**config.mk**
```make
export PLATFORM = sky130hd
export DESIGN_NAME = uart_rx_frame_ctrl
export DESIGN_NICKNAME = d
export VERILOG_FILES = /design/src/rtl/uart_rx_frame_ctrl.sv
export SDC_FILE = /design/constraint.sdc
export NUM_CORES = 1
export LEC_CHECK = 0
export BUFFER_PORTS_ARGS = -buffer_cell sky130_fd_sc_hd__buf_2
export CORE_MARGIN = 5
export CORE_UTILIZATION = 45
export DETAILED_ROUTE_END_ITERATION = 6
export SLEW_MARGIN = 20
export SYNTH_ARGS = -nofsm -noshare
export SYNTH_HDL_FRONTEND = slang
export SYNTH_SLANG_ARGS = --single-unit
export TNS_END_PERCENT = 10
```
**constraint.sdc**
```tcl
create_clock -name clk -period 2.6 [get_ports clk]
set_input_delay 0.13 -clock clk [delete_from_list [all_inputs] [get_ports clk]]
set_output_delay 0.13 -clock clk [all_outputs]
set_load 0.02 [all_outputs]
```
**src/rtl/uart_rx_frame_ctrl.sv**
```systemverilog
// Receive frame controller: assembles LSB-first bits into bytes and queues them in a FWFT FIFO.
// Optional error counters are enabled by defining UART_RX_ERR_CNT_EN.
module uart_rx_frame_ctrl #(
    parameter int FIFO_DEPTH = 4,
    parameter int CNT_WIDTH  = 8
) (
    input  logic                          clk,
    input  logic                          rst_n,
    input  logic                          en,
    input  logic                          bit_ready,
    input  logic                          rx_bit,
    input  logic                          done,
    input  logic                          framing_err,
    output logic [7:0]                    data_out,
    output logic                          data_valid,
    input  logic                          data_ready,
    output logic [$clog2(FIFO_DEPTH):0]   fifo_count,
    output logic                          frame_err,
    output logic                          overrun,
    input  logic                          clr_err
`ifdef UART_RX_ERR_CNT_EN
    ,
    output logic [CNT_WIDTH-1:0]          frame_err_cnt,
    output logic [CNT_WIDTH-1:0]          overrun_cnt
`endif
);

    localparam int PTR_W = $clog2(FIFO_DEPTH);
    localparam int CNT_W = PTR_W + 1;

    typedef enum logic [1:0] {
        IDLE      = 2'd0,
        COLLECT   = 2'd1,
        WAIT_STOP = 2'd2
    } state_t;

    state_t             state_reg;
    logic [7:0]         shift_data_reg;
    logic [3:0]         bit_cnt_reg;

    logic [7:0]         mem_reg [FIFO_DEPTH];
    logic [PTR_W-1:0]   wr_ptr_reg;
    logic [PTR_W-1:0]   rd_ptr_reg;
    logic [CNT_W-1:0]   count_reg;
    logic [CNT_W-1:0]   count_next;
    logic               frame_err_reg;
    logic               overrun_reg;

    logic               stop_seen;
    logic               push;
    logic               pop;
    logic               full;
    logic               wr_en;
    logic               frame_err_ev;
    logic               overrun_ev;

    // A stop strobe only counts while enabled; an en-low cycle aborts the frame outright.
    assign stop_seen    = (state_reg == WAIT_STOP) && en && done;
    assign push         = stop_seen && !framing_err;
    assign frame_err_ev = stop_seen && framing_err;
    assign full         = (count_reg == CNT_W'(FIFO_DEPTH));
    assign pop          = (count_reg != '0) && data_ready;
    assign wr_en        = push && (!full || pop);
    assign overrun_ev   = push && full && !pop;

    always_ff @(posedge clk) begin
        if (!rst_n) begin
            state_reg      <= IDLE;
            shift_data_reg <= 8'h00;
            bit_cnt_reg    <= 4'd0;
        end else if (!en) begin
            state_reg      <= IDLE;
            bit_cnt_reg    <= 4'd0;
        end else begin
            case (state_reg)
                IDLE: begin
                    if (bit_ready) begin
                        shift_data_reg <= {rx_bit, 7'b0};
                        bit_cnt_reg    <= 4'd1;
                        state_reg      <= COLLECT;
                    end
                end
                COLLECT: begin
                    if (done) begin
                        // Stop strobe before eight bits: silently drop the partial byte.
                        state_reg   <= IDLE;
                        bit_cnt_reg <= 4'd0;
                    end else if (bit_ready) begin
                        shift_data_reg <= {rx_bit, shift_data_reg[7:1]};
                        bit_cnt_reg    <= bit_cnt_reg + 4'd1;
                        if (bit_cnt_reg == 4'd7) begin
                            state_reg <= WAIT_STOP;
                        end
                    end
                end
                WAIT_STOP: begin
                    if (done) begin
                        state_reg   <= IDLE;
                        bit_cnt_reg <= 4'd0;
                    end
                end
                default: begin
                    state_reg   <= IDLE;
                    bit_cnt_reg <= 4'd0;
                end
            endcase
        end
    end

    generate
        for (genvar gi = 0; gi < FIFO_DEPTH; gi++) begin : g_mem
            always_ff @(posedge clk) begin
                if (!rst_n) begin
                    mem_reg[gi] <= 8'h00;
                end else if (wr_en && (wr_ptr_reg == PTR_W'(gi))) begin
                    mem_reg[gi] <= shift_data_reg;
                end
            end
        end
    endgenerate

    always_comb begin
        count_next = count_reg;
        if (wr_en && !pop) begin
            count_next = count_reg + CNT_W'(1);
        end else if (!wr_en && pop) begin
            count_next = count_reg - CNT_W'(1);
        end
    end

    always_ff @(posedge clk) begin
        if (!rst_n) begin
            wr_ptr_reg <= '0;
            rd_ptr_reg <= '0;
            count_reg  <= '0;
        end else begin
            if (wr_en) begin
                wr_ptr_reg <= wr_ptr_reg + PTR_W'(1);
            end
            if (pop) begin
                rd_ptr_reg <= rd_ptr_reg + PTR_W'(1);
            end
            count_reg <= count_next;
        end
    end

    // A new error in the same cycle as clr_err wins over the clear.
    always_ff @(posedge clk) begin
        if (!rst_n) begin
            frame_err_reg <= 1'b0;
            overrun_reg   <= 1'b0;
        end else begin
            if (frame_err_ev) begin
                frame_err_reg <= 1'b1;
            end else if (clr_err) begin
                frame_err_reg <= 1'b0;
            end
            if (overrun_ev) begin
                overrun_reg <= 1'b1;
            end else if (clr_err) begin
                overrun_reg <= 1'b0;
            end
        end
    end

`ifdef UART_RX_ERR_CNT_EN
    logic [CNT_WIDTH-1:0] frame_err_cnt_reg;
    logic [CNT_WIDTH-1:0] overrun_cnt_reg;

    always_ff @(posedge clk) begin
        if (!rst_n) begin
            frame_err_cnt_reg <= '0;
            overrun_cnt_reg   <= '0;
        end else begin
            if (frame_err_ev) begin
                if (clr_err) begin
                    frame_err_cnt_reg <= CNT_WIDTH'(1);
                end else if (frame_err_cnt_reg != '1) begin
                    frame_err_cnt_reg <= frame_err_cnt_reg + CNT_WIDTH'(1);
                end
            end else if (clr_err) begin
                frame_err_cnt_reg <= '0;
            end
            if (overrun_ev) begin
                if (clr_err) begin
                    overrun_cnt_reg <= CNT_WIDTH'(1);
                end else if (overrun_cnt_reg != '1) begin
                    overrun_cnt_reg <= overrun_cnt_reg + CNT_WIDTH'(1);
                end
            end else if (clr_err) begin
                overrun_cnt_reg <= '0;
            end
        end
    end

    assign frame_err_cnt = frame_err_cnt_reg;
    assign overrun_cnt   = overrun_cnt_reg;
`endif

    assign data_out   = mem_reg[rd_ptr_reg];
    assign data_valid = (count_reg != '0);
    assign fifo_count = count_reg;
    assign frame_err  = frame_err_reg;
    assign overrun    = overrun_reg;

endmodule

```
==> results.ini, run 1 <==
[die]
core_sq_um = 5850
die_x_um = 87.0
initial_utilization_pct = 45.6
die_height_um = 87.0
ios = 23
std_cell_rows = 28
dieArea_sq_um = 7570

[global_route]
antenna_found_initial = 0
grt_max_degree = 29
overflow = 0
grt_pass1_wl_um = 8150
grt_usage_pct = 14.5
grt_pass1_vias = 1655

[placement]
dp.cells = 311
dp_slack_ns = 0.395
port_buffers = 22
hpwl_um = 3290
placed_area_sq_um = 2820
gp_congestion = 0.761

[timing]
worst_pin_slew_ns = 0.534
fmax_mhz = 453
final-hold-violation-count = 0
setup_ws_ns = 0.395
drv_slew = 0
fin_tns_setup_ns = 0
setup-violations-final = 0
period_minus_slack_ns = 2.21
rsz0062_at_grt = no
post-route-period-util_pct = 84.8
skew_ns = 0.00834
hold_slack_ns = 0.0628
relSlewSlack_pct = 64.3

[layout]
instances_no_fill = 327
final_area_sq_um = 3030
fillers = 527
drive_gt1_share_pct = 21.0
area.growth.synth_to_final_pct = 13.6
n_antenna_cell = 0
nets = 263
mostFrequentLayoutCells = and2_1 (37), edfxtp_1 (32), dfxtp_1 (25)
final_common_cell = and2_1
largest_reg_flops = 32
utilization_pct = 51.8

[detailed_routing]
wl_per_cell_um = 14.7
firstDrtPassIters = 4
wl_met2_um = 2210
num_vias = 1641
wl_met3_um = 196
drc_errors = 0
drt-met1-wl_um = 2310
wirelength_um = 4800
vias_per_cell = 5.02
ant_nets = 0
highest_layer = met4
drtIter0Drc = 49

[synth]
synth_seq_cells = 57
synth.net_count = 240
yosysUniqueCellTypes = 43
synth_warnings = 0
synth_area_sq_um = 2670
avgSynthCellArea_sq_um = 11.9
synthTopCellsByArea = edfxtp_1 (36%), dfxtp_1 (19%), and2_1 (8.7%), mux4_2 (6.8%), nand2_1 (3.0%)
synth-async-reset-ratio_pct = 0
synth_cells = 224
ys_seq_area_share_pct = 54.8
yosysTopAreaCellShare_pct = 36.0
synth_enable_flop_cells = 32
yosys.area.top_type = edfxtp_1
synth-main-ff-cell = edfxtp_1

[power]
power_switching_mw = 0.687
p_int_mw = 1.82
clock_power_share_pct = 36.0
seqPwrFrac_pct = 44.0
comb_power_share_pct = 20.0
p_leak_nw = 1.17
total_power_mw = 2.51
vdd_drop_max_mv = 0.656
sw_frac_of_total_pct = 27.4
cellPowerDensity_nw_per_um2 = 829

[critical_path]
critPathLaunchType = register
cpMaxStageDelayCell = or3_4
critical_path.max_fanout = 5
criticalPathCategory = reg2reg
crit_required_ns = 2.86
path_cells = or3_4, nand2_1, ha_1, inv_1, fa_1, xor2_1, or3_1, a21boi_0
critPathCaptureType = register
max_stage_delay_ns = 0.42
crit_arrival_ns = 2.47

[job]
maxCapViolations = 0

[clock_tree]
cts.path.max_buffers = 2
htreeDepth = 3
path_clk_slew_ns = 0.06
ctsHoldBuffers = 0
cts_root_buf = clkbuf_8
postCtsSetupBuffers = 0
cts_resized = 0
clkLatencyLatePin_ns = 0.33
cts_tree = built
numClockSinks = 57
cts_made_buffers = 9

[outcome]
run_status = finished, final reports clean

[min_path]
hold_path.class = in2reg

-- power by group through the flow --
stage	clock network (mW)	registers (mW)	logic, mW
finish	0.905	1.10	0.502
global route	0.973	1.12	0.548
CTS	0.927	1.11	0.511
detailed placement	0	1.13	0.510
global placement	0	1.13	0.504
floorplan	0	1.11	0.400
-- cells in the mapped netlist (2+ instances only) --
library cell	number
buf_2	2
and3_4	2
o21ai_0	3
buf_6	2
a211oi_1	2
clkbuf_1	4
and3_1	3
buf_1	2
buf_4	2
nand2b_1	2
a21boi_0	8
a31oi_1	2
ha_1	6
xnor2_1	5
nand2_1	21
edfxtp_1	32
nor2b_1	3
a21oi_1	7
dfxtp_1	25
inv_1	5
nand3_1	13
nor2_1	9
and2_1	37
mux4_2	8
-- kinds of logic (layout without fill, tap and decap cells) --
| group | after synthesis | in the layout | synth area share (%) |
|---|---|---|---|
| mux | 9 | 9 | 7.13 |
| flops | 57 | 57 | 54.8 |
| fa+ha+maj | 7 | 7 | 3.56 |
| compound gates | 28 | 28 | 7.04 |
| buf+inv | 17 | 45 | 3.33 |
| simple gates | 100 | 100 | 22.2 |
| xor+xnor | 6 | 6 | 1.97 |
-- cell type report --
| cell class | instances | area (sq um) | share of cell area, % |
|---|---|---|---|
| Sequential cell | 57 | 1460 | 48.2 |
| Multi-Input combinational cell | 150 | 1120 | 36.9 |
| Clock buffer | 12 | 145 | 4.79 |
| Timing Repair Buffer | 24 | 125 | 4.13 |
| Tap cell | 75 | 93.8 | 3.10 |
| Clock inverter | 4 | 68.8 | 2.27 |
| Inverter | 5 | 18.8 | 0.619 |
-- critical path: cells and delay by family (launching register included) --
family,cells,cell delay [ns]
AOI/OAI and AO/OA,1,0.15
xor gates and xnor gates,1,0.16
adders and majority gates,2,0.54
buffers and inverters,1,0.06
DFF,1,0.39
and+or+nand+nor,3,0.83
-- metal layers --
metal | vias to the layer above | global-route usage [%]
li1 | 836 | -
met1 | 765 | 18.3
met2 | 30 | 22.3
met3 | 10 | 4.45
met4 | 0 | 7.65
met5 | - | 0
-- worst paths after layout --
path / startpoint / to / slack (ns) / depth (start not counted)
worst min register to register: bit_cnt_reg[1] / bit_cnt_reg[1] / 0.51 / 2
worst max register to register: fifo_count[0] / fifo_count[2] / 0.39 / 8
worst max-delay path: fifo_count[0] / fifo_count[2] / 0.39 / 8
worst min-delay path: rx_bit / shift_data_reg[7] / 0.06 / 3
Note: power is estimated with default switching activity, not from simulation.
==> run 2, diff against run 1 <==
==> constraint.sdc (replaced) <==
create_clock -name clk -period 2.1 [get_ports clk]
set_input_delay 0.105 -clock clk [delete_from_list [all_inputs] [get_ports clk]]
set_output_delay 0.105 -clock clk [all_outputs]
set_load 0.02 [all_outputs]
==> run 2 against run 1 <==
Sequential cell count did not move. Via count grew 0.85%. Count of clock-buffer cells in the layout grew 2. Setup slack got worse by 0.30 ns. Total power grew 14%. Design area down 0.29%. Fmax increased by 10%. Sequential share of layout area up 0.43 points. Non-clock buffer count is 3 higher. First-iteration DRC count rose by 110%. Clock power decreased by 11%. Critical endpoint unchanged.
==> results.ini, run 2 (synthesis gave the netlist of run 1 again) <==
[layout]
nets = 266  ; +1.1%
n_antenna_cell = 0  ; unchanged
area.growth.synth_to_final_pct = 13.3
largest_reg_flops = 32  ; unchanged
final_common_cell = and2_1
instances_no_fill = 330  ; +0.92%
mostFrequentLayoutCells = and2_1 (37), edfxtp_1 (32), dfxtp_1 (22), buf_2 (22), nand2_1 (20)
drive_gt1_share_pct = 23.1  ; +2.1 points

[detailed_routing]
num_vias = 1655  ; +0.85%
wl_met2_um = 2260  ; +2.3%
firstDrtPassIters = 4  ; unchanged
wl_met3_um = 164  ; -16%
wirelength_um = 4800  ; about the same
drtIter0Drc = 105  ; +110%
drc_errors = 0  ; unchanged
ant_nets = 0  ; unchanged
vias_per_cell = 5.02  ; about the same
wl_per_cell_um = 14.5  ; -0.89%
highest_layer = met4
drt-met1-wl_um = 2290  ; -0.87%

[power]
seqPwrFrac_pct = 46.8  ; +2.8 points
total_power_mw = 2.88  ; +14%
sw_frac_of_total_pct = 29.0  ; +1.6 points
p_leak_nw = 1.17  ; -0.61%
clock_power_share_pct = 28.1  ; -7.9 points
vdd_drop_max_mv = 0.809  ; +23%
comb_power_share_pct = 25.1  ; +5.1 points
p_int_mw = 2.04  ; +12%
power_switching_mw = 0.834  ; +21%
cellPowerDensity_nw_per_um2 = 952  ; +15%

[global_route]
antenna_found_initial = 0  ; unchanged
grt_max_degree = 29  ; unchanged
overflow = 0  ; unchanged
grt_usage_pct = 14.2  ; -0.30 points
grt_pass1_vias = 1704  ; +3.0%
grt_pass1_wl_um = 7990  ; -1.9%

[clock_tree]
numClockSinks = 57  ; unchanged
path_clk_slew_ns = 0.06  ; about the same
htreeDepth = 3  ; unchanged
cts_made_buffers = 9  ; unchanged
cts_tree = built
ctsHoldBuffers = 0  ; unchanged
cts_root_buf = clkbuf_8
cts.path.max_buffers = 2  ; unchanged
clkLatencyLatePin_ns = 0.32  ; about the same

[die]
dieArea_sq_um = 7570  ; unchanged
die_x_um = 87.0  ; unchanged
std_cell_rows = 28  ; unchanged
core_sq_um = 5850  ; unchanged
ios = 23  ; unchanged
initial_utilization_pct = 45.6  ; unchanged
die_height_um = 87.0  ; unchanged

[timing]
setup-violations-final = 0  ; unchanged
fmax_mhz = 499  ; +10%
rsz0062_at_grt = no
setup_ws_ns = 0.0979  ; -0.297 ns
worst_pin_slew_ns = 0.453  ; -0.0811 ns
period_minus_slack_ns = 2.00  ; -0.203 ns
relSlewSlack_pct = 69.7  ; +5.4 points
fin_tns_setup_ns = 0  ; unchanged
drv_slew = 0  ; unchanged
post-route-period-util_pct = 95.3  ; +11 points
final-hold-violation-count = 0  ; unchanged
skew_ns = 0.00910  ; +0.000761 ns

[placement]
hpwl_um = 3230  ; -1.8%
dp.cells = 314  ; +0.96%
port_buffers = 22  ; unchanged
gp_congestion = 0.752  ; -1.1%
dp_slack_ns = 0.0239  ; -0.371 ns

[critical_path]
criticalPathCategory = reg2reg
max_stage_delay_ns = 0.39  ; -0.03 ns
crit_required_ns = 2.35  ; -0.51 ns
cpMaxStageDelayCell = or3_4
path_cells = or3_4, nand2_4, ha_4, inv_1, fa_2, xor2_1, or3_1, a21boi_1
critical_path.max_fanout = 5  ; unchanged
critPathCaptureType = register
crit_arrival_ns = 2.25  ; -0.22 ns
critPathLaunchType = register

[job]
maxCapViolations = 0  ; unchanged

[min_path]
hold_path.class = in2reg

[outcome]
run_status = finished, final reports clean

## run 2: cell types whose count changed in the layout (fill, tap and decap cells not counted), sizes merged
cell    delta
buf        +3
bufinv     -2
clkbuf     +2
## run 2: metrics by stage
stage               hold slack [ns]  utilization (%)  cell area (sq um)
CTS                          0.0335             51.6               3020
detailed placement            0.377             49.0               2870
global placement              0.371             49.0               2870
global route                 0.0711             51.6               3020
finish                       0.0482             51.6               3020
floorplan                     0.250                -               2700
## run 2: layer usage
| layer | vias up | track usage [%] |
|---|---|---|
| met4 | 0 | 6.37 |
| li1 | 847 | - |
| met2 | 28 | 23.4 |
| met5 | - | 0 |
| met3 | 9 | 4.07 |
| met1 | 771 | 17.2 |
## run 2: power groups by stage
stage	combinational [mW]	sequential (mW)	clock [mW]
finish	0.722	1.35	0.808
global route	0.798	1.36	0.888
CTS	0.739	1.35	0.835
detailed placement	0.733	1.37	0
global placement	0.725	1.36	0
floorplan	0.528	1.38	0
## run 2: critical path: cells and delay by family (launching register included)
kind | cells | cell delay, ns
simple gates | 3 | 0.77
flops | 1 | 0.37
xor+xnor | 1 | 0.15
fa+ha+maj | 2 | 0.46
compound gates | 1 | 0.13
buf+inv | 1 | 0.05
## run 2: path summary, 6_finish.rpt
| check | start | endpoint | slack [ns] | depth (start not counted) |
|---|---|---|---|---|
| max reg2reg | fifo_count[0] | fifo_count[2] | 0.1 | 8 |
| min | rx_bit | shift_data_reg[7] | 0.05 | 3 |
| max | fifo_count[0] | fifo_count[2] | 0.1 | 8 |
| min reg2reg | fifo_count[2] | fifo_count[2] | 0.50 | 2 |
## run 2: what timing repair did
item / CTS / global route
cloned: 0 / 0
pin swaps: 0 / 1
endpoints found under the setup margin: 1 / 1
setup buffers: 0 / 0
resized for setup: 1 / 1
## run 2: area by class of cell
| class | instances | area [sq um] |
|---|---|---|
| flip-flops and latches | 57 | 1470 |
| clock inverters | 2 | 8.76 |
| multi-input cells | 150 | 1140 |
| fillers | 541 | 2830 |
| clock buffers | 14 | 143 |
| inverters | 5 | 18.8 |
| repair buffers | 27 | 148 |
| well taps | 75 | 93.8 |
